<file path="config.mk">
export PLATFORM = sky130hd
export DESIGN_NAME = es_spill_fill_flat
export DESIGN_NICKNAME = d
export VERILOG_FILES = /design/src/rtl/es_spill_fill_pkg.sv /design/src/rtl/es_spill_fill_if.sv /design/src/rtl/es_spill_fill_ring_buf.sv /design/src/rtl/es_spill_fill.sv /design/src/flat_wrapper.sv
export SDC_FILE = /design/constraint.sdc
export NUM_CORES = 1
export LEC_CHECK = 0
export BUFFER_PORTS_ARGS = -buffer_cell sky130_fd_sc_hd__buf_4
export CAP_MARGIN = 30
export CORE_MARGIN = 1
export CORE_UTILIZATION = 61
export DETAILED_ROUTE_END_ITERATION = 12
export PLACE_DENSITY = 0.8
export SYNTH_ARGS = -nofsm -noshare
export SYNTH_HDL_FRONTEND = slang
export SYNTH_HIERARCHICAL = 1
export SYNTH_SLANG_ARGS = --single-unit
</file>
<file path="constraint.sdc">
create_clock -name clk_i -period 5.4 [get_ports clk_i]
set_input_delay 0.54 -clock clk_i [delete_from_list [all_inputs] [get_ports clk_i]]
set_output_delay 0.54 -clock clk_i [all_outputs]
set_load 0.1 [all_outputs]
</file>
<file path="src/rtl/es_spill_fill_pkg.sv">
// rtl/es_spill_fill_pkg.sv - shared types and defaults for the execution-stack spill/fill block
package es_pkg;

    localparam int          WIDTH           = 16;
    localparam logic [15:0] SPILL_BASE_DEF  = 16'hF000;
    localparam int          SPILL_WORDS_DEF = 256;

    typedef enum logic [1:0] {
        IDLE  = 2'd0,
        SPILL = 2'd1,
        FILL  = 2'd2
    } es_state_e;

endpackage

</file>
<file path="src/rtl/es_spill_fill_if.sv">
// rtl/es_spill_fill_if.sv - ES push/pop command bundle and spill-region memory port
interface es_spill_fill_if
    import es_pkg::*;
#(
    parameter int DEPTH = 8
);
    localparam int CW = $clog2(DEPTH + 1);

    logic             push;
    logic             pop;
    logic             pop_amt;
    logic [WIDTH-1:0] push_val;
    logic [WIDTH-1:0] top_a;
    logic [WIDTH-1:0] top_b;
    logic [CW-1:0]    count;
    logic             busy;
    logic             err;
    logic             mem_req;
    logic             mem_we;
    logic [15:0]      mem_addr;
    logic [WIDTH-1:0] mem_wdata;
    logic [WIDTH-1:0] mem_rdata;
    logic             mem_ack;

    modport master (
        output push, pop, pop_amt, push_val, mem_rdata, mem_ack,
        input  top_a, top_b, count, busy, err, mem_req, mem_we, mem_addr, mem_wdata
    );

    modport slave (
        input  push, pop, pop_amt, push_val, mem_rdata, mem_ack,
        output top_a, top_b, count, busy, err, mem_req, mem_we, mem_addr, mem_wdata
    );

endinterface

</file>
<file path="src/rtl/es_spill_fill_ring_buf.sv">
// rtl/es_spill_fill_ring_buf.sv - on-chip circular stack store with top and bottom access
module es_ring_buf
    import es_pkg::*;
#(
    parameter int DEPTH = 8,
    localparam int PW = $clog2(DEPTH),
    localparam int CW = $clog2(DEPTH + 1)
) (
    input  logic             clk_i,
    input  logic             rst_ni,
    input  logic [1:0]       top_pop_n_i,
    input  logic             top_push_i,
    input  logic [WIDTH-1:0] top_val_i,
    input  logic             bot_remove_i,
    input  logic             bot_insert_i,
    input  logic [WIDTH-1:0] bot_val_i,
    output logic [CW-1:0]    count_o,
    output logic [WIDTH-1:0] top_a_o,
    output logic [WIDTH-1:0] top_b_o,
    output logic [WIDTH-1:0] bot_val_o
);

    logic [WIDTH-1:0] slot_q [DEPTH];
    logic [PW-1:0]    bot_ptr_q;
    logic [PW-1:0]    top_ptr_q;
    logic [CW-1:0]    count_q;
    logic [PW-1:0]    wr_ptr;
    logic [PW-1:0]    ins_ptr;

    // top_ptr is the next free slot; a combined pop+push writes where the popped entries were
    assign wr_ptr  = top_ptr_q - PW'(top_pop_n_i);
    assign ins_ptr = bot_ptr_q - PW'(1);

    // Pointer and occupancy update; top and bottom operations never coincide
    always_ff @(posedge clk_i or negedge rst_ni) begin
        if (!rst_ni) begin
            bot_ptr_q <= '0;
            top_ptr_q <= '0;
            count_q   <= '0;
        end else if (bot_remove_i) begin
            bot_ptr_q <= bot_ptr_q + PW'(1);
            count_q   <= count_q - CW'(1);
        end else if (bot_insert_i) begin
            bot_ptr_q <= ins_ptr;
            count_q   <= count_q + CW'(1);
        end else begin
            top_ptr_q <= wr_ptr + PW'(top_push_i);
            count_q   <= count_q - CW'(top_pop_n_i) + CW'(top_push_i);
        end
    end

    // Entry storage, no reset: occupancy gates every read that matters
    always_ff @(posedge clk_i) begin
        if (top_push_i) begin
            slot_q[wr_ptr] <= top_val_i;
        end
        if (bot_insert_i) begin
            slot_q[ins_ptr] <= bot_val_i;
        end
    end

    assign count_o   = count_q;
    assign top_a_o   = (count_q >= CW'(1)) ? slot_q[top_ptr_q - PW'(1)] : '0;
    assign top_b_o   = (count_q >= CW'(2)) ? slot_q[top_ptr_q - PW'(2)] : '0;
    assign bot_val_o = slot_q[bot_ptr_q];

endmodule

</file>
<file path="src/rtl/es_spill_fill.sv">
// rtl/es_spill_fill.sv - execution-stack backing store with watermark spill/fill (option: ES_SPILL_STATS_EN)
module es_spill_fill
    import es_pkg::*;
#(
    parameter int          DEPTH       = 8,
    parameter int          HI_WM       = 6,
    parameter int          LO_WM       = 2,
    parameter logic [15:0] SPILL_BASE  = SPILL_BASE_DEF,
    parameter int          SPILL_WORDS = SPILL_WORDS_DEF
) (
    input  logic               clk_i,
    input  logic               rst_ni,
    es_spill_fill_if.slave     es
`ifdef ES_SPILL_STATS_EN
    ,
    output logic [15:0]        spill_events_o,
    output logic [15:0]        fill_events_o
`endif
);

    localparam int CW = $clog2(DEPTH + 1);
    localparam int SW = $clog2(SPILL_WORDS + 1);
    localparam logic [CW-1:0] HI_C    = CW'(HI_WM);
    localparam logic [CW-1:0] LO_C    = CW'(LO_WM);
    localparam logic [CW-1:0] DEPTH_C = CW'(DEPTH);
    localparam logic [SW-1:0] WORDS_C = SW'(SPILL_WORDS);

    es_state_e        state_q;
    logic [SW-1:0]    spill_cnt_q;
    logic             err_q;
    logic             mem_req_q;
    logic             mem_we_q;
    logic [15:0]      mem_addr_q;
    logic [WIDTH-1:0] mem_wdata_q;

    logic [CW-1:0]    count;
    logic [WIDTH-1:0] bot_val;
    logic             due_spill;
    logic             due_fill;
    logic             busy;
    logic             accept;
    logic [1:0]       pop_n;
    logic             underflow;
    logic             overflow;
    logic             do_top;
    logic             spill_ack;
    logic             fill_ack;

    // Watermarks look at registered occupancy, so a transfer is due one cycle after the command
    assign due_spill = (count > HI_C) && (spill_cnt_q < WORDS_C);
    assign due_fill  = (count < LO_C) && (spill_cnt_q != '0);
    assign busy      = (state_q != IDLE) || due_spill || due_fill;
    assign accept    = !busy;

    assign pop_n     = es.pop ? (es.pop_amt ? 2'd2 : 2'd1) : 2'd0;
    assign underflow = accept && es.pop && (count < CW'(pop_n));
    assign overflow  = accept && es.push && !es.pop && (count == DEPTH_C);
    assign do_top    = accept && !underflow && !overflow;

    assign spill_ack = (state_q == SPILL) && es.mem_ack;
    assign fill_ack  = (state_q == FILL) && es.mem_ack;

    es_ring_buf #(
        .DEPTH (DEPTH)
    ) u_ring (
        .clk_i        (clk_i),
        .rst_ni       (rst_ni),
        .top_pop_n_i  (do_top ? pop_n : 2'd0),
        .top_push_i   (do_top && es.push),
        .top_val_i    (es.push_val),
        .bot_remove_i (spill_ack),
        .bot_insert_i (fill_ack),
        .bot_val_i    (es.mem_rdata),
        .count_o      (count),
        .top_a_o      (es.top_a),
        .top_b_o      (es.top_b),
        .bot_val_o    (bot_val)
    );

    // Transfer FSM: request fields are latched on entry and held until the acknowledge
    always_ff @(posedge clk_i or negedge rst_ni) begin
        if (!rst_ni) begin
            state_q     <= IDLE;
            spill_cnt_q <= '0;
            err_q       <= 1'b0;
            mem_req_q   <= 1'b0;
            mem_we_q    <= 1'b0;
            mem_addr_q  <= '0;
            mem_wdata_q <= '0;
        end else begin
            if (underflow || overflow) begin
                err_q <= 1'b1;
            end
            case (state_q)
                IDLE: begin
                    if (due_spill) begin
                        state_q     <= SPILL;
                        mem_req_q   <= 1'b1;
                        mem_we_q    <= 1'b1;
                        mem_addr_q  <= SPILL_BASE + 16'(spill_cnt_q);
                        mem_wdata_q <= bot_val;
                    end else if (due_fill) begin
                        state_q     <= FILL;
                        mem_req_q   <= 1'b1;
                        mem_we_q    <= 1'b0;
                        mem_addr_q  <= SPILL_BASE + 16'(spill_cnt_q) - 16'd1;
                        mem_wdata_q <= '0;
                    end
                end
                SPILL: begin
                    if (es.mem_ack) begin
                        state_q     <= IDLE;
                        mem_req_q   <= 1'b0;
                        mem_we_q    <= 1'b0;
                        spill_cnt_q <= spill_cnt_q + SW'(1);
                    end
                end
                FILL: begin
                    if (es.mem_ack) begin
                        state_q     <= IDLE;
                        mem_req_q   <= 1'b0;
                        spill_cnt_q <= spill_cnt_q - SW'(1);
                    end
                end
                default: begin
                    state_q   <= IDLE;
                    mem_req_q <= 1'b0;
                    mem_we_q  <= 1'b0;
                end
            endcase
        end
    end

    assign es.count     = count;
    assign es.busy      = busy;
    assign es.err       = err_q;
    assign es.mem_req   = mem_req_q;
    assign es.mem_we    = mem_we_q;
    assign es.mem_addr  = mem_addr_q;
    assign es.mem_wdata = mem_wdata_q;

`ifdef ES_SPILL_STATS_EN
    logic [15:0] spill_ev_q;
    logic [15:0] fill_ev_q;

    // Saturating transfer counters
    always_ff @(posedge clk_i or negedge rst_ni) begin
        if (!rst_ni) begin
            spill_ev_q <= '0;
            fill_ev_q  <= '0;
        end else begin
            if (spill_ack && (spill_ev_q != 16'hFFFF)) begin
                spill_ev_q <= spill_ev_q + 16'd1;
            end
            if (fill_ack && (fill_ev_q != 16'hFFFF)) begin
                fill_ev_q <= fill_ev_q + 16'd1;
            end
        end
    end

    assign spill_events_o = spill_ev_q;
    assign fill_events_o  = fill_ev_q;
`endif

endmodule
</file>
<file path="src/flat_wrapper.sv">
// flat-port wrapper written by rule: the top's interface ports become plain ports
module es_spill_fill_flat import es_pkg::*;
#(
    parameter int          DEPTH       = 8,
    parameter int          HI_WM       = 6,
    parameter int          LO_WM       = 2,
    parameter logic [15:0] SPILL_BASE  = SPILL_BASE_DEF,
    parameter int          SPILL_WORDS = SPILL_WORDS_DEF
)
  (clk_i, rst_ni, es_push, es_pop, es_pop_amt, es_push_val, es_mem_rdata, es_mem_ack, es_top_a, es_top_b, es_count, es_busy, es_err, es_mem_req, es_mem_we, es_mem_addr, es_mem_wdata);
  es_spill_fill_if #(.DEPTH(DEPTH)) es_i ();
  input  logic clk_i;
  input  logic rst_ni;
  input wire logic [$bits(es_i.push)-1:0] es_push;
  input wire logic [$bits(es_i.pop)-1:0] es_pop;
  input wire logic [$bits(es_i.pop_amt)-1:0] es_pop_amt;
  input wire logic [$bits(es_i.push_val)-1:0] es_push_val;
  input wire logic [$bits(es_i.mem_rdata)-1:0] es_mem_rdata;
  input wire logic [$bits(es_i.mem_ack)-1:0] es_mem_ack;
  output wire logic [$bits(es_i.top_a)-1:0] es_top_a;
  output wire logic [$bits(es_i.top_b)-1:0] es_top_b;
  output wire logic [$bits(es_i.count)-1:0] es_count;
  output wire logic [$bits(es_i.busy)-1:0] es_busy;
  output wire logic [$bits(es_i.err)-1:0] es_err;
  output wire logic [$bits(es_i.mem_req)-1:0] es_mem_req;
  output wire logic [$bits(es_i.mem_we)-1:0] es_mem_we;
  output wire logic [$bits(es_i.mem_addr)-1:0] es_mem_addr;
  output wire logic [$bits(es_i.mem_wdata)-1:0] es_mem_wdata;
  assign es_i.push = es_push;
  assign es_i.pop = es_pop;
  assign es_i.pop_amt = es_pop_amt;
  assign es_i.push_val = es_push_val;
  assign es_i.mem_rdata = es_mem_rdata;
  assign es_i.mem_ack = es_mem_ack;
  assign es_top_a = es_i.top_a;
  assign es_top_b = es_i.top_b;
  assign es_count = es_i.count;
  assign es_busy = es_i.busy;
  assign es_err = es_i.err;
  assign es_mem_req = es_i.mem_req;
  assign es_mem_we = es_i.mem_we;
  assign es_mem_addr = es_i.mem_addr;
  assign es_mem_wdata = es_i.mem_wdata;
  es_spill_fill #(.DEPTH(DEPTH), .HI_WM(HI_WM), .LO_WM(LO_WM), .SPILL_BASE(SPILL_BASE), .SPILL_WORDS(SPILL_WORDS)) u_core (.clk_i(clk_i), .rst_ni(rst_ni), .es(es_i));
endmodule
</file>
# --- Word-level counts from Yosys, hierarchy flattened ---
# Memories as Yosys holds them, arrays and structs flattened.
# Cells that the tools add are included.
classes:
  n_reduce_logical: 32
  mux: 34
  addsub: 14
  bitwise_logic: 3
  n_eq_ne: 7
  order_cmp: 6
ops:
  columns: ["cell", "n"]
  rows:
  - ["two-way mux 16 bit", 7]
  - ["two-way mux 9 bit", 2]
  - ["one-hot mux 9 bit (2 select lines)", 1]
  - ["OR reduction 16 bit", 1]
  - ["subtractor 16 x 1 -> 16 bit (second input constant)", 1]
  - ["adder 13 x 10 -> 14 bit (first input constant)", 1]
  - ["logical AND 1 bit", 12]
  - ["two-way mux 2 bit", 6]
  - ["two-way mux 1 bit", 10]
  - ["adder 9 x 1 -> 9 bit (second input constant)", 1]
  - ["less-than comparator 9 bit (second input constant)", 1]
  - ["two-way mux 3 bit", 3]
  - ["nonzero test 9 bit", 1]
  - ["subtractor 9 x 1 -> 9 bit (second input constant)", 1]
  - ["two-way mux 4 bit", 2]
  - ["nonzero test 2 bit", 4]
  - ["AND reduction 2 bit", 3]
  - ["AND reduction 3 bit", 2]
  - ["subtractor 3 x 1 -> 3 bit (second input constant)", 2]
  - ["adder 4 x 1 -> 4 bit", 1]
  - ["adder 4 x 1 -> 4 bit (second input constant)", 1]
  - ["== test 4 bit (second input constant)", 1]
  - [">= comparator 4 x 1 -> 1 bit (second input constant)", 1]
  - [">= comparator 4 x 2 -> 1 bit (second input constant)", 1]
  - ["other kinds (22)", 30]
word_totals:
  elab_cells: 107
  input_bits: 38
  reg_bits: 56
  out_inout_bits: 72
  mem_bits_rw: 128
  mem_count: 1
mem_list:
  columns: ["name", "depth", "width", "read_ports", "rd_ports_with_merged_regs", "write_ports", "line", "text"]
  rows:
  - ["u_core.u_ring.slot_q", 8, 16, 3, 0, 1, "es_spill_fill_ring_buf.sv:23", "logic [WIDTH-1:0] slot_q [DEPTH];"]

# --- Longest topological paths before layout ---
depth:
  depth_word: 15
  depth_mapped: 14
  depth_no_buf: 14

# --- Cells and area by module ---
# Netlist, hierarchy kept.
by_module_without_submodules:
  columns: ["module", "area_per_inst_um2", "cells_each", "instances"]
  rows:
  - ["es_ring_buf", 9382.7, 656, 1]
  - ["es_spill_fill", 2358.5, 229, 1]

# --- Worst setup path after synthesis ---
# Ideal clock, no wire load.
synth_timing:
  path_type: "flip-flop to flip-flop"
  startpoint: "register u_core.u_ring.count_q[2], in the netlist u_core/u_ring/count_o[2]"
  endpoint: "memory u_core.u_ring.slot_q[7][0], enable pin"
  stages_incl_launch_ff: 11
  synth_period_minus_slack_ns: 5.264
  slack_ns: 0.136
  t_required_ns: 4.989
  t_arrival_ns: 4.853
  setup_ns: 0.411
  cell_sequence: "dfrtp_1 > a31oi_1 > o21a_1 > nand2_1 > nor4b_1 > ha_1 > inv_1 > fa_1 > xnor2_1 > nand2_1 > o21ai_0"
synth_between:
  elab_chain_cells: 14
synth_lines:
  columns: ["item", "line", "text"]
  rows:
  - ["from (decl)", "es_spill_fill_ring_buf.sv:26", "logic [CW-1:0] count_q;"]
  - ["from (signal assigned)", "es_spill_fill_ring_buf.sv:42", "count_q <= count_q - CW'(1);"]
  - ["from (signal assigned)", "es_spill_fill_ring_buf.sv:45", "count_q <= count_q + CW'(1);"]
  - ["from (signal assigned)", "es_spill_fill_ring_buf.sv:48", "count_q <= count_q - CW'(top_pop_n_i) + CW'(top_push_i);"]
  - ["> comparator 4 x 3 -> 1 bit", "es_spill_fill.sv:50", "assign due_spill = (count > HI_C) && (spill_cnt_q < WORDS_C);"]
  - ["logical AND 1 bit", "es_spill_fill.sv:50", null]
  - ["logical OR 1 bit", "es_spill_fill.sv:52", "assign busy = (state_q != IDLE) || due_spill || due_fill;"]
  - ["logical OR 1 bit *", "es_spill_fill.sv:52", null]
  - ["via es_busy", "flat_wrapper.sv:23", "output wire logic [$bits(es_i.busy)-1:0] es_busy;"]
  - ["zero test 1 bit *", "es_spill_fill.sv:53", "assign accept = !busy;"]
  - ["logical AND 1 bit (on tied branches) (2 in a row)", "es_spill_fill.sv:56, es_spill_fill.sv:57", null]
  - ["zero test 1 bit or logical AND 1 bit (tied branches)", "es_spill_fill.sv:58, es_spill_fill.sv:57", null]
  - ["logical AND 1 bit or zero test 1 bit (tied branches)", "es_spill_fill.sv:58", "assign do_top = accept && !underflow && !overflow;"]
  - ["logical AND 1 bit *", "es_spill_fill.sv:58", null]
  - ["branches (longest 4 deep; another with subtractor 3 x 2 -> 3 bit)", null, null]
  - ["to (decl)", "es_spill_fill_ring_buf.sv:23", null]
# Mark *: on every way through the listed nets, which the timed path passes.

# --- Worst setup path after layout ---
layout_timing:
  startpoint: "register u_core.spill_cnt_q[0]"
  endpoint: "memory u_core.u_ring.slot_q[0][13], enable pin"
layout_between:
  elab_chain_cells: 14
layout_lines:
  columns: ["item", "line", "text"]
  rows:
  - ["from (decl)", "es_spill_fill.sv:29", "logic [SW-1:0] spill_cnt_q;"]
  - ["from (signal assigned)", "es_spill_fill.sv:115", "spill_cnt_q <= spill_cnt_q + SW'(1);"]
  - ["from (signal assigned)", "es_spill_fill.sv:122", "spill_cnt_q <= spill_cnt_q - SW'(1);"]
  - ["less-than comparator 9 bit", "es_spill_fill.sv:50", null]
  - ["logical AND 1 bit", "es_spill_fill.sv:50", null]
  - ["logical OR 1 bit", "es_spill_fill.sv:52", null]
  - ["logical OR 1 bit *", "es_spill_fill.sv:52", null]
  - ["zero test 1 bit *", "es_spill_fill.sv:53", null]
  - ["logical AND 1 bit (on tied branches) (2 in a row)", "es_spill_fill.sv:56, es_spill_fill.sv:57", null]
  - ["zero test 1 bit or logical AND 1 bit (tied branches)", "es_spill_fill.sv:58, es_spill_fill.sv:57", null]
  - ["logical AND 1 bit or zero test 1 bit (tied branches)", "es_spill_fill.sv:58", null]
  - ["logical AND 1 bit *", "es_spill_fill.sv:58", null]
  - ["branches (longest 4 deep; another with subtractor 3 x 2 -> 3 bit)", null, null]
# Mark *: on every way between the ends.

==> out/metrics.sh <==
GRT-OVFL-TOTAL=0
POSTSYNTH.TOPFLOPCELL='edfxtp_1'
MIN_PERIOD_OVER_PERIOD=0.850
PORT_BUFFERS=109
RSZ_0062_RAISED_AFTER_GLOBAL_ROUTING='false'
DRT_PRE_ANTENNA_ITERS=5
GRT_UTIL_MET3=0.0690
STATUS='complete, no violations'
REG2REG_TO='u_core/u_ring/slot_q[0][13]'
PATH_CELLS='inv_1 > ha_1 > or4b_1 > o21ai_2 > nand2_1 > nor4b_1 > ha_1 > inv_1 > fa_1 > o32ai_2 > buf_4'
GRT_MAX_DEGREE=60
WP_DATA_ARRIVAL_PS=4730
CRITICAL_PATH.STARTPOINT_TYPE='flop'
SYNTH.AVG_CELL_AREA_UM2=13.3
REQUIRED_PS=5540
YOSYSMOSTFREQUENTCELL='mux2_2'
ANTENNA_FOUND_INITIAL=0
FINAL-SEQ-AREA_UM2=5200
GRT_FIRST_PASS_WIRELENGTH_UM=47400
POST_SYNTH_INSTANCE_AREA_UM2=11700
POST-ROUTE-CELL-AREA_UM2=13400
CLK_TRANSITION_REPORTED_PATHS_PS=70
WORSTREGTOREGCELLS=11
SYNTHESIS.INSTANCES=885
WORST-PATH-MAX-FANOUT=9
PLACE_AREA_UM2=12900
WORSTHOLDPATHTYPE='input port to async pin'
MET1_USAGE=0.439
GRT.TOTAL_USAGE=0.322
SYNTH_EDF_COUNT=128
MAPPEDNETLISTNETS=955
CRIT_PATH_MAX_INCR_DELAY_PS=920
CLOCK_TREE.ROOT_CELL='clkbuf_16'
CRITPATHCAPTURETYPE='flop'
MULTI_INPUT_AREA_UM2=6190
POST-ROUTE-DRC-COUNT=0
GRTUSAGEMET2=0.510
FLOORPLAN.CORE_AREA_UM2=18800
FLOW.AREA_GROWTH_FROM_SYNTHESIS_PCT=14.3
FF2FF_SETUP_SLACK_PS=810
CTS_BUFFERS=17
LAYER_WITH_THE_HIGHEST_USAGE_AFTER_GLOBAL_ROUTING='met2'
HTREE_LEVELS=4
WORST-SLEW-PIN-TRANSITION_PS=1020
FINCLKSKEW_PS=11.2
DP_HPWL_UM=20400
ANT_NETS=0
POST_DRT_VIA_CELL_RATIO=6.84
CP_SLOWEST_CELL='o32ai_2'
CTS.REPAIR_TIMING.SETUP_BUFFER_COUNT=0
FINALWEIGHTEDCONGESTION=0.907
YOSYSUNIQUECELLTYPES=66
FILLCELLCOUNT=1327
FINAL_NETS=1052
POST_ROUTE_CELLS_DRIVE_ABOVE_1_SHARE=0.438
SYNTHDOMINANTAREACELLTYPE='edfxtp_1'
SETUP_VIOL_COUNT_FINAL=0
TIMING.SETUP.CRITICAL_PATH_CLASS='flop to flop'
YS_WARN_COUNT=6
WIRE_PER_INST_UM=25.0
SYNTHTOPCELLSBYCOUNT='mux2_2, edfxtp_1, mux4_2'
MAX_SLEW_VIOLATION_TOTAL_FROM_THE_FINAL_REPORT=0
DRTITER0DRC=1100
SYNTHARSTFLOPSHARE=0.297
CTS_TREE='yes'
FLOORPLAN.DIE_AREA_UM2=19800
SYNTHDOMINANTCELLAREASHARE=0.327
DIE_HEIGHT_UM=141
DIE_WIDTH_UM=141
NORMALIZED_MAX_SLEW_MARGIN=0.318
FINALWIRELENGTH_UM=30700
CLOCK_TREE.BUFFER_DEPTH=2
CLK_SINKS=182
INITIAL_CELL_DENSITY_OF_THE_CORE=0.626
FP-ROW-COUNT=50
POST_SYNTH_MAIN_AREA_CONTRIBUTORS='edfxtp_1, mux2_2, mux4_2'
REGTOREGSTARTPOINT='u_core/spill_cnt_q[0]'
TIMING.CRITICAL_PATH.BUF_INV=3
MAX_CAPACITANCE_VIOLATION_COUNT=0
FIRST_GLOBAL_VIAS=8383
FINALSETUPTNS_PS=0
VIA_COUNT=8401
HOLD_VIOL_FINAL=0
SYNTH_SEQ_AREA_SHARE=0.442
NUM_IO_PINS=110
HOLDBUFCOUNTCTS=0
SYNTH_SEQ_CELLS=182
NUMBER_OF_ANTENNA_REPAIR_DIODES=0
CP_TOP_FAMILY='simple AND/OR/NAND/NOR gates'
CTS-RESIZED-GATES=0
HOLD-WORST-SLACK_PS=132
ACHIEVABLE-FREQUENCY_GHz=0.218
POST-ROUTE-MIN-PERIOD_PS=4590
WORSTSKEWPAIRLATENCY_PS=450
## worst max path at each step
stage,from,endpoint,slack (ps),cells past startpoint
6_report,u_core/spill_cnt_q[0],u_core/u_ring/slot_q[0][13],810,11
5_1_grt,u_core/spill_cnt_q[0],u_core/u_ring/slot_q[0][13],640,12
4_1_cts,u_core/spill_cnt_q[0],u_core/u_ring/slot_q[0][13],880,12
3_5_place_dp,u_core/spill_cnt_q[0],u_core/u_ring/slot_q[0][4],920,12
3_3_place_gp,u_core/spill_cnt_q[0],u_core/u_ring/slot_q[0][3],1050,12
2_1_floorplan,u_core/u_ring/count_o[2],u_core/u_ring/slot_q[7][0],140,10
## cell families (layout without fill, tap and decap cells)
group	after synthesis	in the layout	synth area share
buf+inv	84	194	0.0340
compound gates	149	149	0.0818
flops	182	182	0.442
fa+ha+maj	32	32	0.0360
mux	269	269	0.325
simple gates	143	143	0.0603
xor+xnor	26	26	0.0207
## cell type report
type,count,share of cell area
multi-input cells,619,0.461
clock buffers,19,0.0323
well taps,234,0.0218
repair buffers,135,0.0806
flip-flops and latches,182,0.388
inverters,27,0.00755
clock inverters,13,0.00923
## routing by layer
layer / vias to the layer above / share of wire / wire (um)
met5: - / 0 / 0
li1: 3642 / - / -
met3: 68 / 0.11 / 3380
met1: 4164 / 0.39 / 12000
met4: 0 / 0.028 / 862
met2: 527 / 0.47 / 14500
## cell usage in the layout (no fill, tap or decap), types with 19 or more instances in the layout
cell type / synthesis / routed
nor2_1: 20 / 20
inv_1: 26 / 26
mux2_2: 175 / 175
a22o_1: 19 / 19
nand2_1: 69 / 69
buf_4: 11 / 130
o22ai_1: 26 / 24
ha_1: 29 / 29
o21ai_0: 29 / 27
mux2i_1: 22 / 22
dfrtp_1: 54 / 52
a21oi_1: 37 / 37
mux4_2: 72 / 72
edfxtp_1: 128 / 128
## through the flow
stage,instances,utilization,setup WS (ps)
3_5_place_dp,1197,0.685,918
4_1_cts,1229,0.715,883
6_report,1229,0.715,813
5_1_grt,1229,0.715,638
2_1_floorplan,885,-,136
3_3_place_gp,1193,0.681,1050
## state kept, by name, summed over array words and instances (netlist names)
signal and cells:
u_core/u_ring/slot_q 128, u_core/es.mem_wdata 16, u_core/es.mem_addr 14, u_core/spill_cnt_q 9, u_core/u_ring/count_o 4, u_core/u_ring/bot_ptr_q 3, u_core/u_ring/top_ptr_q 3, u_core/state_q 2
u_core/es.err 1, u_core/es.mem_req 1, u_core/es.mem_we 1
Power is not shown: default switching activity piles up to over one toggle a cycle in this logic, so the estimate is an artifact.
